==> src/rtl/mc_main_control.sv <==
// Multi-cycle main control FSM for the MIPS-subset datapath.
// Moore machine: each state decodes the datapath strobes, mux selects and the
// aluop code for the ALU-control decoder. Opcodes without a handler raise the
// sticky illegal flag and return to FETCH.
module mc_main_control #(
    parameter logic [5:0] OP_RTYPE = 6'b000000,
    parameter logic [5:0] OP_LW    = 6'b100011,
    parameter logic [5:0] OP_SW    = 6'b101011,
    parameter logic [5:0] OP_BEQ   = 6'b000100,
    parameter logic [5:0] OP_J     = 6'b000010,
    parameter logic [5:0] OP_ADDI  = 6'b001000
) (
    input  logic       clk,
    input  logic       rst,
    input  logic [5:0] opcode,
    input  logic       zero,
    output logic [1:0] aluop,
    output logic       alu_src_a,
    output logic [1:0] alu_src_b,
    output logic [1:0] pc_source,
    output logic       pc_en,
    output logic       iord,
    output logic       mem_read,
    output logic       mem_write,
    output logic       ir_write,
    output logic       reg_dst,
    output logic       mem_to_reg,
    output logic       reg_write,
    output logic       instr_done,
    output logic       illegal,
    output logic [3:0] state
);

    typedef enum logic [3:0] {
        S_FETCH   = 4'd0,
        S_DECODE  = 4'd1,
        S_MEMADR  = 4'd2,
        S_MEMRD   = 4'd3,
        S_MEMWB   = 4'd4,
        S_MEMWR   = 4'd5,
        S_EXEC    = 4'd6,
        S_RTYPEWB = 4'd7,
        S_BRANCH  = 4'd8,
        S_JUMP    = 4'd9,
        S_ADDIEX  = 4'd10,
        S_ADDIWB  = 4'd11
    } state_t;

    state_t state_reg, state_next;
    logic   illegal_reg, illegal_next;
    logic   pc_write;
    logic   pc_write_cond;

    // State register and sticky illegal flag; reset aborts any instruction.
    always_ff @(posedge clk or posedge rst) begin
        if (rst) begin
            state_reg   <= S_FETCH;
            illegal_reg <= 1'b0;
        end else begin
            state_reg   <= state_next;
            illegal_reg <= illegal_next;
        end
    end

    // Next-state logic; opcode only matters in DECODE and MEMADR.
    always_comb begin
        state_next   = S_FETCH;
        illegal_next = illegal_reg;
        case (state_reg)
            S_FETCH:  state_next = S_DECODE;
            S_DECODE: begin
                if (opcode == OP_LW || opcode == OP_SW) state_next = S_MEMADR;
                else if (opcode == OP_RTYPE)            state_next = S_EXEC;
                else if (opcode == OP_BEQ)              state_next = S_BRANCH;
                else if (opcode == OP_J)                state_next = S_JUMP;
                else if (opcode == OP_ADDI)             state_next = S_ADDIEX;
                else begin
                    state_next   = S_FETCH;
                    illegal_next = 1'b1;
                end
            end
            S_MEMADR:  state_next = (opcode == OP_LW) ? S_MEMRD : S_MEMWR;
            S_MEMRD:   state_next = S_MEMWB;
            S_EXEC:    state_next = S_RTYPEWB;
            S_ADDIEX:  state_next = S_ADDIWB;
            default:   state_next = S_FETCH;
        endcase
    end

    // Moore output decode; everything is held at 0 while reset is asserted.
    always_comb begin
        aluop         = 2'b00;
        alu_src_a     = 1'b0;
        alu_src_b     = 2'b00;
        pc_source     = 2'b00;
        pc_write      = 1'b0;
        pc_write_cond = 1'b0;
        iord          = 1'b0;
        mem_read      = 1'b0;
        mem_write     = 1'b0;
        ir_write      = 1'b0;
        reg_dst       = 1'b0;
        mem_to_reg    = 1'b0;
        reg_write     = 1'b0;
        instr_done    = 1'b0;
        if (!rst) begin
            case (state_reg)
                S_FETCH: begin
                    mem_read  = 1'b1;
                    ir_write  = 1'b1;
                    alu_src_b = 2'b01;
                    pc_write  = 1'b1;
                end
                S_DECODE: alu_src_b = 2'b11;
                S_MEMADR: begin
                    alu_src_a = 1'b1;
                    alu_src_b = 2'b10;
                end
                S_MEMRD: begin
                    mem_read = 1'b1;
                    iord     = 1'b1;
                end
                S_MEMWB: begin
                    mem_to_reg = 1'b1;
                    reg_write  = 1'b1;
                    instr_done = 1'b1;
                end
                S_MEMWR: begin
                    mem_write  = 1'b1;
                    iord       = 1'b1;
                    instr_done = 1'b1;
                end
                S_EXEC: begin
                    alu_src_a = 1'b1;
                    aluop     = 2'b01;
                end
                S_RTYPEWB: begin
                    reg_dst    = 1'b1;
                    reg_write  = 1'b1;
                    instr_done = 1'b1;
                end
                S_BRANCH: begin
                    alu_src_a     = 1'b1;
                    aluop         = 2'b10;
                    pc_write_cond = 1'b1;
                    pc_source     = 2'b01;
                    instr_done    = 1'b1;
                end
                S_JUMP: begin
                    pc_write   = 1'b1;
                    pc_source  = 2'b10;
                    instr_done = 1'b1;
                end
                S_ADDIEX: begin
                    alu_src_a = 1'b1;
                    alu_src_b = 2'b10;
                end
                S_ADDIWB: begin
                    reg_write  = 1'b1;
                    instr_done = 1'b1;
                end
                default: ;
            endcase
        end
    end

    // Branch commits the PC only when the ALU reports equality.
    assign pc_en   = pc_write | (pc_write_cond & zero);
    assign illegal = illegal_reg;
    assign state   = state_reg;

endmodule

==> config.mk <==
export PLATFORM = sky130hd
export DESIGN_NAME = mc_main_control
export DESIGN_NICKNAME = d
export VERILOG_FILES = /design/src/rtl/mc_main_control.sv
export SDC_FILE = /design/constraint.sdc
export NUM_CORES = 1
export LEC_CHECK = 0
export BUFFER_PORTS_ARGS = -buffer_cell sky130_fd_sc_hd__buf_4
export CAP_MARGIN = 20
export CORE_UTILIZATION = 39
export DETAILED_ROUTE_END_ITERATION = 10
export GPL_TIMING_DRIVEN = 1
export HOLD_SLACK_MARGIN = 0.08
export PLACE_DENSITY = 0.73
export SLEW_MARGIN = 20
export SYNTH_ARGS = -nofsm -noshare
export SYNTH_HDL_FRONTEND = slang
export SYNTH_SLANG_ARGS = --single-unit
==> constraint.sdc <==
create_clock -name clk -period 1.2 [get_ports clk]
set_input_delay 0.12 -clock clk [delete_from_list [all_inputs] [get_ports clk]]
set_output_delay 0.12 -clock clk [all_outputs]
set_load 0.01 [all_outputs]
Word level (Yosys, flattened, before mapping)
Cells that the tools add are included.

storage, ports and cells
  memories = 0
  bits in writable memories = 0
  input port bits = 9
  register bits after elaboration = 5
  output and inout bits = 21
  logic and storage cells = 71
  memory bits (read-only) = 0
  latch bits = 0

operators by class
  add/sub/neg operators = 0
  reductions and logical operators = 11
  order comparisons = 0
  multiplexer cells = 35
  shifts and indexed selects = 0
  multipliers = 0
  bitwise logic cells = 7
  eq/ne operators = 16
  divide/modulo/power cells = 0

operators by type and width
  kind                                            number
  case mux 4 bit (6 select lines)                 1
  2-to-1 mux 1 bit                                22
  2-to-1 mux 4 bit                                5
  == test 4 x 3 -> 1 bit (second input constant)  4
  == test 4 bit (second input constant)           4
  == test 6 bit (second input constant)           2
  == test 4 x 2 -> 1 bit (second input constant)  2
  case mux 2 bit (2 select lines)                 2
  OR reduction 2 bit                              4
  == test 6 x 2 -> 1 bit (second input constant)  1
  == test 6 x 3 -> 1 bit (second input constant)  1
  == test 6 x 4 -> 1 bit (second input constant)  1
  zero test 6 bit                                 1
  2-to-1 mux 2 bit                                3
  case mux 2 bit (3 select lines)                 1
  AND reduction 6 bit                             1
  OR reduction 6 bit                              1
  NOT 1 bit                                       5
  == test 4 x 1 -> 1 bit (second input constant)  1
  zero test 4 bit                                 1
  OR reduction 4 bit                              1
  2-to-1 mux 3 bit                                1
  OR reduction 3 bit                              1
  bitwise AND 1 bit                               1
  other kinds (2)                                 2

Logic depth before layout (Yosys ltp)
Gate-level depths: netlist of the first run.

  depth after elaboration = 7
  mapped depth = 5
  depth with buffers taken out = 3

Worst setup path after synthesis of the first run
Ideal clock, no wire load.

  kind = flip-flop to output port
  from = register state_reg[2], in the netlist state[2]
  to = output pc_source[0]
  buffers on the path = 2
  arrival time = 1.416 ns
  required time = 1.080 ns
  setup slack = -0.336 ns
  stages on the path, launching flop included = 6
  cell sequence = dfrtp_1 -> buf_2 -> nor2_1 -> nand2_1 -> nor3_1 -> buf_4

between the ends
  cells in the longest elaborated chain, start to end = 3

ends and longest elaborated chain
  element                              line  RTL
  start: declaration                   49    state_t state_reg, state_next;
  start signal: assignment             60    state_reg <= state_next;
  == test 4 bit                        107   case (state_reg)
  case mux 2 bit (2 select lines) (*)  107
  2-to-1 mux 2 bit (*)                 106   if (!rst) begin
  end: declaration                     20    output logic [1:0] pc_source,

Mark *: on every way between the ends. The rest lies on a longest branch, timed or not.

Worst setup path after layout of the first run
  from = register state_reg[3], in the netlist state[3]
  to = output mem_write

between the ends
  cells in the longest elaborated chain, start to end = 3

ends and longest elaborated chain
  element                 line  RTL
  == test 4 x 3 -> 1 bit  107
  2-to-1 mux 1 bit        107
  2-to-1 mux 1 bit        106
  end: declaration        24    output logic mem_write,

No other way between the ends.

==> flow_summary.yaml, run 1 <==
power:
  power_mw: 1.73
  ir_worst_vdd_v: 0.00112
  p_leak_nw: 0.569
  p_per_area_nw_per_um2: 1330
global_route:
  grt_first_pass_wirelength_um: 3330
  grt_max_degree: 9
  grt_use_total_pct: 31.4
  grt.overflow.total: 0
  antenna_found_initial: 0
  grt_pass1_vias: 716
clocking:
  clk_pin_slew_ns: 0.06
  clockRootBuffer: "clkbuf_4"
  cts_tree: "done"
  cts_buffer_depth: 2
  cts_max_level: 1
  clk_latency_ns: 0.26
  cts.sinks: 5
  cts_buffers: 3
hold_path:
  hold_path_class: "input port to flop"
synth:
  synth_top_area_share_pct: 21.7
  ys_types: 35
  synth-simple-area-share_pct: 44.8
  synth_flop_cell: "dfrtp_1"
  synthAdderAreaFrac_pct: 0
  syn_avg_cell_area_um2: 7.67
  yosysWarnings: 0
  synth.area.top_cells: "dfrtp_1 22%, nor3_1 7.8%, nor2_1 6.5%"
  ys_seq_elements: 5
  synth_compound_area_share_pct: 22.0
  synth_area_leader_cell: "dfrtp_1"
  yosysSeqAreaShare_pct: 21.7
  muxShareOfSynthArea_pct: 0
  synth_top_family_by_area: "simple AND/OR/NAND/NOR gates"
  syn-cell-area_um2: 576
  synthTopCellsByCount: "10 x nor2_1, 9 x nor3_1, 6 x nand2_1"
  synth-edff-count: 0
  syn_nets: 84
  async_reset_ff_share_pct: 100
  synth_cells: 75
  synth-xor-area-share_pct: 4.57
  synth_most_common_cell: "nor2_1"
routing:
  route.detailed.drc: 0
  wl_per_cell_um: 25.1
  drt_pass1_iterations: 4
  first_iter_violations: 77
  wirelength_um: 3720
  num_vias: 1015
  ant_nets: 0
  via_per_inst: 6.86
final_layout:
  fin_nets: 143
  num_antenna_cells: 0
  layout-drive-gt1-share_pct: 69.2
  largest_reg_flops: 4
  area_growth_pct: 125
  fillers: 21
die:
  die_h_um: 40.4
  fp.dieW_um: 40.4
  dieArea_um2: 1630
  fp.coreArea_um2: 1330
  ios: 30
  placementRows: 13
  start_util_pct: 43.2
job:
  drv_cap: 0
sta:
  finalWorstSetupSlack_ns: -0.437
  maxSlewViolCount: 0
  rsz0062_at_grt: "true"
  whs_ns: 0.236
  finalCritPeriodShare_pct: 136
  fin_setup_tns_ns: -6.71
  setup_violations: 23
  tightest_slew_ns: 0.411
  max_freq_mhz: 611
  slew_headroom_pct: 72.5
  skew_ns: 0.00932
  final.min_clock_period_ns: 1.64
  hold_viol: 0
setup_path:
  cp.required_ns: 1.08
  slowest_stage: "dfrtp_1"
  path_cells: "buf_6 > nand3b_1 > nor3b_2 > buf_4"
  setup.worst_path.end_class: "output port"
  slowest_delay_ns: 0.43
  crit_fanout: 5
  worst-path-buf-inv: 2
  critPathLaunchType: "flop"
  criticalPathCategory: "flop to output port"
  critPathTopFamily: "simple AND/OR/NAND/NOR gates"
  worstPathArrival_ns: 1.52
run_status:
  violations: "negative setup slack"
  outcome: "finished, violations left"
place:
  place.gp.congestion: 0.874
  dp_hpwl_um: 1320
  io_buffers: 29
kinds of logic after synthesis:
logic type      count (synthesis)
buf+inv                         7
xor+xnor                        3
compound gates                 16
simple gates                   44
flops                           5
worst register-to-register path: stages (launching register included):
cell and delay, ns:
dfrtp_1 0.43, buf_6 0.16, nor4b_4 0.33, a21bo_1 0.26
o32ai_2 0.26
per-layer routing:
layer | global-route usage, % | share of wire (%) | vias up
met5 | 0 | 0 | -
met4 | 7.50 | 8.3 | 0
met3 | 6.11 | 14 | 44
met2 | 56.0 | 45 | 114
li1 | - | - | 393
met1 | 38.0 | 32 | 464
where the power goes:
group	switching (mW)	internal [mW]	leakage, nW
sequential	0.0705	0.197	0.0578
combinational	0.562	0.681	0.496
clock	0.0884	0.127	0.0150
cell usage in the layout (no fill, tap or decap), drive strengths merged:
master | synthesis | final
nand4b | 1 | 1
or2b | 1 | 1
nor3 | 9 | 9
xnor2 | 1 | 1
a21bo | 1 | 1
and3 | 3 | 3
o32ai | 1 | 1
nand2 | 6 | 6
a31o | 1 | 1
nand2b | 2 | 2
clkbuf | 2 | 4
dfrtp | 5 | 5
a2111oi | 1 | 1
dlygate4sd3 | 0 | 1
nor4 | 1 | 1
a21oi | 1 | 1
a22oi | 1 | 1
a31oi | 3 | 3
inv | 1 | 1
o41ai | 1 | 1
nor2b | 2 | 2
o211ai | 2 | 2
or3 | 1 | 1
nor3b | 2 | 2
nor4b | 2 | 2
nand3b | 1 | 1
buf | 4 | 59
nor2 | 10 | 10
xor2 | 2 | 2
nand4 | 1 | 1
and2 | 2 | 2
o21ai | 4 | 4
final timing paths:
path	startpoint	endpoint	slack, ns	cells past startpoint
setup / recovery	state[3]	mem_write	-0.44	4
hold / removal	opcode[1]	state[0]	0.24	3
setup reg to reg	state[3]	state[3]	-0.36	4
hold reg to reg	illegal	illegal	0.51	1
max in group asynchronous	rst	state[0]	0.30	4
min in group asynchronous	rst	state[1]	0.65	4
stage by stage:
stage	utilization [%]	instance area (um^2)	cells	worst slack (ns)
6_report	97.3	1300	148	-0.437
2_1_floorplan	-	611	75	-0.117
4_1_cts	85.1	1130	144	-0.258
3_5_place_dp	70.6	942	131	-0.146
3_3_place_gp	70.6	942	131	-0.121
5_1_grt	97.3	1300	148	-0.481
timing repair:
action,in CTS,in global routing
resized for setup,24,28
hold endpoints to repair,5,0
endpoints found under the setup margin,19,23
hold buffers,1,0
buffers inserted,8,4
cloned,0,0
pin swaps,8,7
area by class of cell:
type / count / area, um^2 / share of cell area (%)
clock buffer: 4 / 26.3 / 2.03
multi-input combinational: 63 / 581 / 44.7
tap: 15 / 18.8 / 1.45
inverter: 1 / 3.75 / 0.289
sequential: 5 / 129 / 9.93
timing repair buffer: 60 / 539 / 41.6
Power figures use the tool's default switching activity.
==> inputs of run 2 (changes only) <==
--- a/config.mk
+++ b/config.mk
@@ -5,13 +5,14 @@
 export SDC_FILE = /design/constraint.sdc
 export NUM_CORES = 1
 export LEC_CHECK = 0
+export ABC_AREA = 1
 export BUFFER_PORTS_ARGS = -buffer_cell sky130_fd_sc_hd__buf_4
 export CAP_MARGIN = 20
 export CORE_UTILIZATION = 39
 export DETAILED_ROUTE_END_ITERATION = 10
 export GPL_TIMING_DRIVEN = 1
 export HOLD_SLACK_MARGIN = 0.08
-export PLACE_DENSITY = 0.73
+export PLACE_DENSITY = 0.74
 export SLEW_MARGIN = 20
 export SYNTH_ARGS = -nofsm -noshare
 export SYNTH_HDL_FRONTEND = slang
==> run 2 against run 1 <==
Against the previous run:
- the run still ends with negative setup slack left
- global-route usage fell by 4.1 points
- power fell by 21%
- sequential share of layout area rose by 1.6 points
- first-iteration DRC count fell by 79%
- flip-flop and latch count did not move
- clock-buffer cell count did not move
- cell count rose by 8.8%
- critical endpoint is now alu_src_a
- highest routed layer unchanged
==> flow_summary.yaml, run 2 <==
run_status:
  outcome: "finished, violations left"
  violations: "negative setup slack"
setup_path:
  slowest_delay_ns: 0.46
  r2r_start: "state[2]"
  slowest_stage: "dfrtp_2"
  criticalPathCategory: "flop to output port"
  crit_fanout: 6
  critPathLaunchType: "flop"
  ff2ff_path_depth: 5
  worst-path-buf-inv: 2
  path_cells: "nor2_4 > nand2_2 > inv_2 > nor2_2 > o21bai_2 > buf_4"
  setup.worst_path.end_class: "output port"
  cp.required_ns: 1.08
  critPathTopFamily: "flip-flops"
  rr_endpoint: "state[2]"
  worstPathArrival_ns: 1.45
  r2r_setup_slack_ns: -0.09
final_layout:
  final_cell_mix: "38 x buf_4, 13 x nor2_1, 12 x nand2_1"
  area_growth_pct: 98.2
  final_util_pct: 84.4
  seq_area_um2: 130
  num_antenna_cells: 0
  final_common_cell: "buf_4"
  fillers: 76
  layout-drive-gt1-share_pct: 65.1
  fin_nets: 156
  multi_input_comb_area_um2: 468
  largest_reg_flops: 4
die:
  ios: 30
  placementRows: 13
  die_h_um: 40.2
  fp.coreArea_um2: 1330
  dieArea_um2: 1610
  start_util_pct: 42.6
  fp.dieW_um: 40.2
sta:
  finalWorstSetupSlack_ns: -0.371
  skew_ns: 0.0120
  slew_headroom_pct: 81.4
  hold_viol: 0
  rsz0062_at_grt: "true"
  setup_violations: 19
  tightest_slew_ns: 0.279
  finalCritPeriodShare_pct: 131
  max_freq_mhz: 637
  final.min_clock_period_ns: 1.57
  maxSlewViolCount: 0
place:
  place.gp.congestion: 0.819
  io_buffers: 29
  dp_hpwl_um: 1340
clocking:
  cts_max_level: 1
  clk_pin_slew_ns: 0.05
  cts_buffers: 3
  clk_latency_ns: 0.26
  cts_buffer_depth: 2
  clockRootBuffer: "clkbuf_4"
  cts.sinks: 5
  cts_tree: "done"
routing:
  ant_nets: 0
  drt_pass1_iterations: 4
  wirelength_um: 2460
  first_iter_violations: 16
  route.detailed.drc: 0
  num_vias: 883
  via_per_inst: 5.48
  wl_per_cell_um: 15.3
synth:
  synthTopCellsByCount: "16 x nor2_1, 15 x nand2_1, 12 x inv_1"
  yosysSeqAreaShare_pct: 22.0
  syn-cell-area_um2: 568
  syn_avg_cell_area_um2: 6.04
  synth_most_common_cell: "nor2_1"
  ys_types: 23
  synth_cells: 94
  yosysWarnings: 0
  synth_top_area_share_pct: 22.0
  synth_area_leader_cell: "dfrtp_1"
  syn_nets: 103
  ys_seq_elements: 5
  synth_flop_cell: "dfrtp_1"
  synth.area.top_cells: "dfrtp_1 22%, nor2_1 11%, nand2_1 9.9%"
  synth-edff-count: 0
  async_reset_ff_share_pct: 100
power:
  p_sw_share_pct: 43.9
  p_int_mw: 0.765
  seq_power_share_pct: 18.8
  p_comb_share_pct: 65.9
  power_mw: 1.36
  ir_worst_vdd_v: 0.000685
  p_per_area_nw_per_um2: 1210
  p_leak_nw: 0.591
  p_clk_share_pct: 15.3
  p_switching_mw: 0.600
global_route:
  antenna_found_initial: 0
  grt.overflow.total: 0
  grt_first_pass_wirelength_um: 2850
  grt_max_degree: 13
  grt_pass1_vias: 676
  grt_use_total_pct: 27.3
hold_path:
  hold_start: "opcode[4]"
  hold_depth: 5
  min_to: "state[2]"
  hold_path_class: "input port to flop"
job:
  drv_cap: 0
==> run 2: cell count changes after synthesis, moves of 3 or more <==
cell / previous run / this run
nand3_1: 0 / 10
nor3_1: 9 / 2
inv_1: 1 / 12
nand2_2: 0 / 6
nand2_1: 6 / 15
inv_2: 0 / 5
nor2_2: 0 / 6
nor2_1: 10 / 16
and3_1: 3 / 0
==> run 2: per-layer routing <==
layer	track usage (%)	vias up	wire length, um
met5	0	-	0
met4	11.2	0	62
met3	5.56	8	151
met2	50.4	63	1240
met1	29.7	406	1010
li1	-	406	-
==> run 2: stage by stage <==
step	setup WS [ns]	hold WS [ns]	instances	area, um^2	setup TNS [ns]
after floorplan	0.0131	-0.0764	94	573	0
after global placement	-0.0259	0.0977	145	866	-0.0449
after detailed placement	-0.0392	0.0938	145	866	-0.144
after CTS	-0.283	0.241	152	995	-3.33
after global routing	-0.433	0.305	161	1130	-5.63
final	-0.371	0.275	161	1130	-4.58
==> run 2: cells by family (layout without fill, tap and decap cells) <==
group | Yosys count | count (layout) | synth area share (%)
compound gates | 8 | 8 | 10.1
buf+inv | 19 | 71 | 13.2
flops | 5 | 5 | 22.0
simple gates | 62 | 62 | 54.6
==> run 2: worst reg2reg max path, cell delays in order, from the launching register on <==
cell	delay (ns)
dfrtp_2	0.46
nor2_4	0.23
nand3_2	0.16
buf_4	0.16
buf_4	0.13
nand4_1	0.08
==> run 2: area by class of cell <==
| cell class | count | share of cell area [%] |
|---|---|---|
| timing repair buffer | 50 | 37.2 |
| sequential | 5 | 11.6 |
| tap | 15 | 1.67 |
| inverter | 17 | 5.67 |
| multi-input combinational | 70 | 41.6 |
| clock buffer | 4 | 2.33 |
==> run 2: worst max path at each step <==
| stage | startpoint | to | slack, ns | cells after the start |
|---|---|---|---|---|
| final | state[2] | alu_src_a | -0.37 | 6 |
| after global placement | state[2] | alu_src_a | -0.03 | 7 |
| after CTS | state[1] | alu_src_a | -0.28 | 7 |
| after global routing | state[2] | alu_src_a | -0.43 | 6 |
| after detailed placement | state[2] | alu_src_a | -0.04 | 7 |
| after floorplan | state[0] | pc_en | 0.01 | 5 |
==> run 2: timing repair <==
action                                  in CTS  in global routing
resized for setup                           25                 15
setup buffers                                2                  9
pin swaps                                   10                 11
endpoints found under the hold margin        5                  0
hold buffers                                 1                  0
endpoints found under the setup margin      16                 20
==> run 2: power groups by stage <==
stage	Clock [mW]	Combinational [mW]	Sequential [mW]
final	0.209	0.899	0.257
after global routing	0.214	0.957	0.260
after CTS	0.209	0.651	0.253
after detailed placement	0	0.567	0.238
after global placement	0	0.561	0.236
after floorplan	0	0.281	0.254
==> inputs of run 3 (changes only) <==
--- a/config.mk
+++ b/config.mk
@@ -8,6 +8,7 @@
 export ABC_AREA = 1
 export BUFFER_PORTS_ARGS = -buffer_cell sky130_fd_sc_hd__buf_4
 export CAP_MARGIN = 20
+export CORE_MARGIN = 2
 export CORE_UTILIZATION = 39
 export DETAILED_ROUTE_END_ITERATION = 10
 export GPL_TIMING_DRIVEN = 1
==> constraint.sdc (replaced) <==
create_clock -name clk -period 1.27 [get_ports clk]
set_input_delay 0.127 -clock clk [delete_from_list [all_inputs] [get_ports clk]]
set_output_delay 0.127 -clock clk [all_outputs]
set_load 0.01 [all_outputs]
==> run 3 against run 2 <==
Against the previous run:
- clock-buffer cell count unchanged
- utilization fell by 8.0 points
- power is 14% lower
- sequential share of layout area up 1.2 points
- cell count decreased by 3.7%
- global-route usage fell by 5.5 points
- hold slack improved by 0.019 ns
- flip-flop and latch count is the same
- the flow still finishes with violations (negative setup slack)
- first-iteration DRC count up 6.3%
- critical path depth down 1
- setup slack got worse by 0.00070 ns
==> flow_summary.yaml, run 3 (synthesis results as in run 2) <==
sta:
  skew_ns: 0.00833
  finalWorstSetupSlack_ns: -0.372
  rsz0062_at_grt: "true"
  setup_violations: 20
  hold_viol: 0
  tightest_slew_ns: 0.340
  whs_ns: 0.294
  max_freq_mhz: 609
  final.min_clock_period_ns: 1.64
  slew_headroom_pct: 77.3
  finalCritPeriodShare_pct: 129
  maxSlewViolCount: 0
die:
  ios: 30
  dieArea_um2: 1780
  placementRows: 13
  fp.coreArea_um2: 1330
  start_util_pct: 42.6
  fp.dieW_um: 42.2
  die_h_um: 42.2
setup_path:
  crit_fanout: 5
  rr_endpoint: "state[2]"
  worst-path-buf-inv: 2
  r2r_setup_slack_ns: -0.07
  ff2ff_path_depth: 6
  setup.worst_path.end_class: "output port"
  critPathLaunchType: "flop"
  criticalPathCategory: "flop to output port"
  worstPathArrival_ns: 1.51
  slowest_stage: "dfrtp_2"
  r2r_start: "state[3]"
  slowest_delay_ns: 0.46
  cp.required_ns: 1.14
  critPathTopFamily: "flip-flops"
  path_cells: "nor2_4 > buf_6 > nand2_4 > a31oi_1 > buf_4"
hold_path:
  hold_depth: 6
  hold_start: "opcode[3]"
  hold_path_class: "input port to flop"
  min_to: "state[3]"
clocking:
  cts_tree: "done"
  cts.sinks: 5
  cts_buffers: 3
  cts_max_level: 1
  clk_pin_slew_ns: 0.05
  clockRootBuffer: "clkbuf_4"
  cts_buffer_depth: 2
  clk_latency_ns: 0.25
final_layout:
  layout-drive-gt1-share_pct: 59.3
  num_antenna_cells: 0
  fin_nets: 150
  final_cell_count_no_fill: 155
  final_cell_mix: "37 x buf_4, 14 x nand2_1, 14 x nor2_1"
  final_area_um2: 1020
  largest_reg_flops: 4
  area_growth_pct: 79.5
  final_common_cell: "buf_4"
  final_util_pct: 76.5
  fillers: 100
power:
  p_per_area_nw_per_um2: 1160
  ir_worst_vdd_v: 0.000927
  p_leak_nw: 0.549
place:
  dp_cells: 139
  place.gp.congestion: 0.887
  io_buffers: 29
  dp_hpwl_um: 1290
  dpl_cell_area_um2: 816
global_route:
  antenna_found_initial: 0
  grt_pass1_vias: 686
  grt.overflow.total: 0
  grt_first_pass_wirelength_um: 3020
  grt_max_degree: 13
  grt_use_total_pct: 21.8
run_status:
  violations: "negative setup slack"
  outcome: "finished, violations left"
routing:
  wl_per_cell_um: 13.2
  ant_nets: 0
  route.detailed.drc: 0
  num_vias: 803
  wirelength_um: 2050
  first_iter_violations: 17
  via_per_inst: 5.18
  drt_pass1_iterations: 4
job:
  drv_cap: 0
==> run 3: changes by cell type in the layout (fill, tap and decap cells not counted), sizes merged <==
cell	delta
buf	-6
==> run 3: metrics by stage <==
step                      TNS, ns  setup slack (ns)  power (mW)
after floorplan                 0            0.0425       0.501
after global placement    -0.0242           -0.0128       0.704
after detailed placement  -0.0437           -0.0231       0.705
after CTS                   -2.41            -0.206       0.990
after global routing        -4.54            -0.404        1.25
final                       -3.12            -0.372        1.18
==> run 3: per-layer routing <==
layer	up-vias	part of all wire [%]	GRT usage [%]
met4	0	1.7	8.13
met2	41	48	37.2
met1	365	45	26.1
li1	389	-	-
met5	-	0	0
met3	8	5.5	5.17
==> run 3: worst max-delay path by stage <==
stage          startpoint      endpoint  slack, ns  cells after the start
6_report         state[3]  alu_src_b[1]      -0.37                      5
5_1_grt          state[3]  alu_src_b[1]      -0.40                      5
4_1_cts          state[3]      mem_read      -0.21                      4
3_5_place_dp     state[2]      mem_read      -0.02                      4
3_3_place_gp     state[0]     alu_src_a      -0.01                      5
2_1_floorplan    state[0]     alu_src_a       0.04                      4
==> run 3: power by group <==
group | leakage [nW] | internal (mW) | switching, mW
Clock | 0.0150 | 0.119 | 0.0703
Sequential | 0.0561 | 0.187 | 0.0567
Combinational | 0.478 | 0.364 | 0.383
==> run 3: timing repair <==
| action | 4_1_cts | 5_1_grt |
|---|---|---|
| pin swaps | 1 | 10 |
| hold buffers | 1 | 0 |
| gates resized for setup | 8 | 19 |
| gates cloned | 0 | 0 |
| endpoints found under the setup margin | 16 | 18 |
| buffers inserted | 5 | 6 |
| endpoints found under the hold margin | 5 | 0 |
==> run 3: worst register-to-register path, stage by stage, from the launching register on <==
cell and delay (ns):
dfrtp_2 0.46, nor2_4 0.22, buf_4 0.15, inv_2 0.04
nor2_1 0.17, nand3_1 0.12, nand4_1 0.11
==> run 3: cell type report <==
type                            instances  area, um^2  area share [%]
Multi-Input combinational cell         70         425            41.7
Timing Repair Buffer                   44         355            34.8
Sequential cell                         5         130            12.8
Inverter                               17        63.8            6.26
Clock buffer                            4        26.3            2.58
Tap cell                               15        18.8            1.84
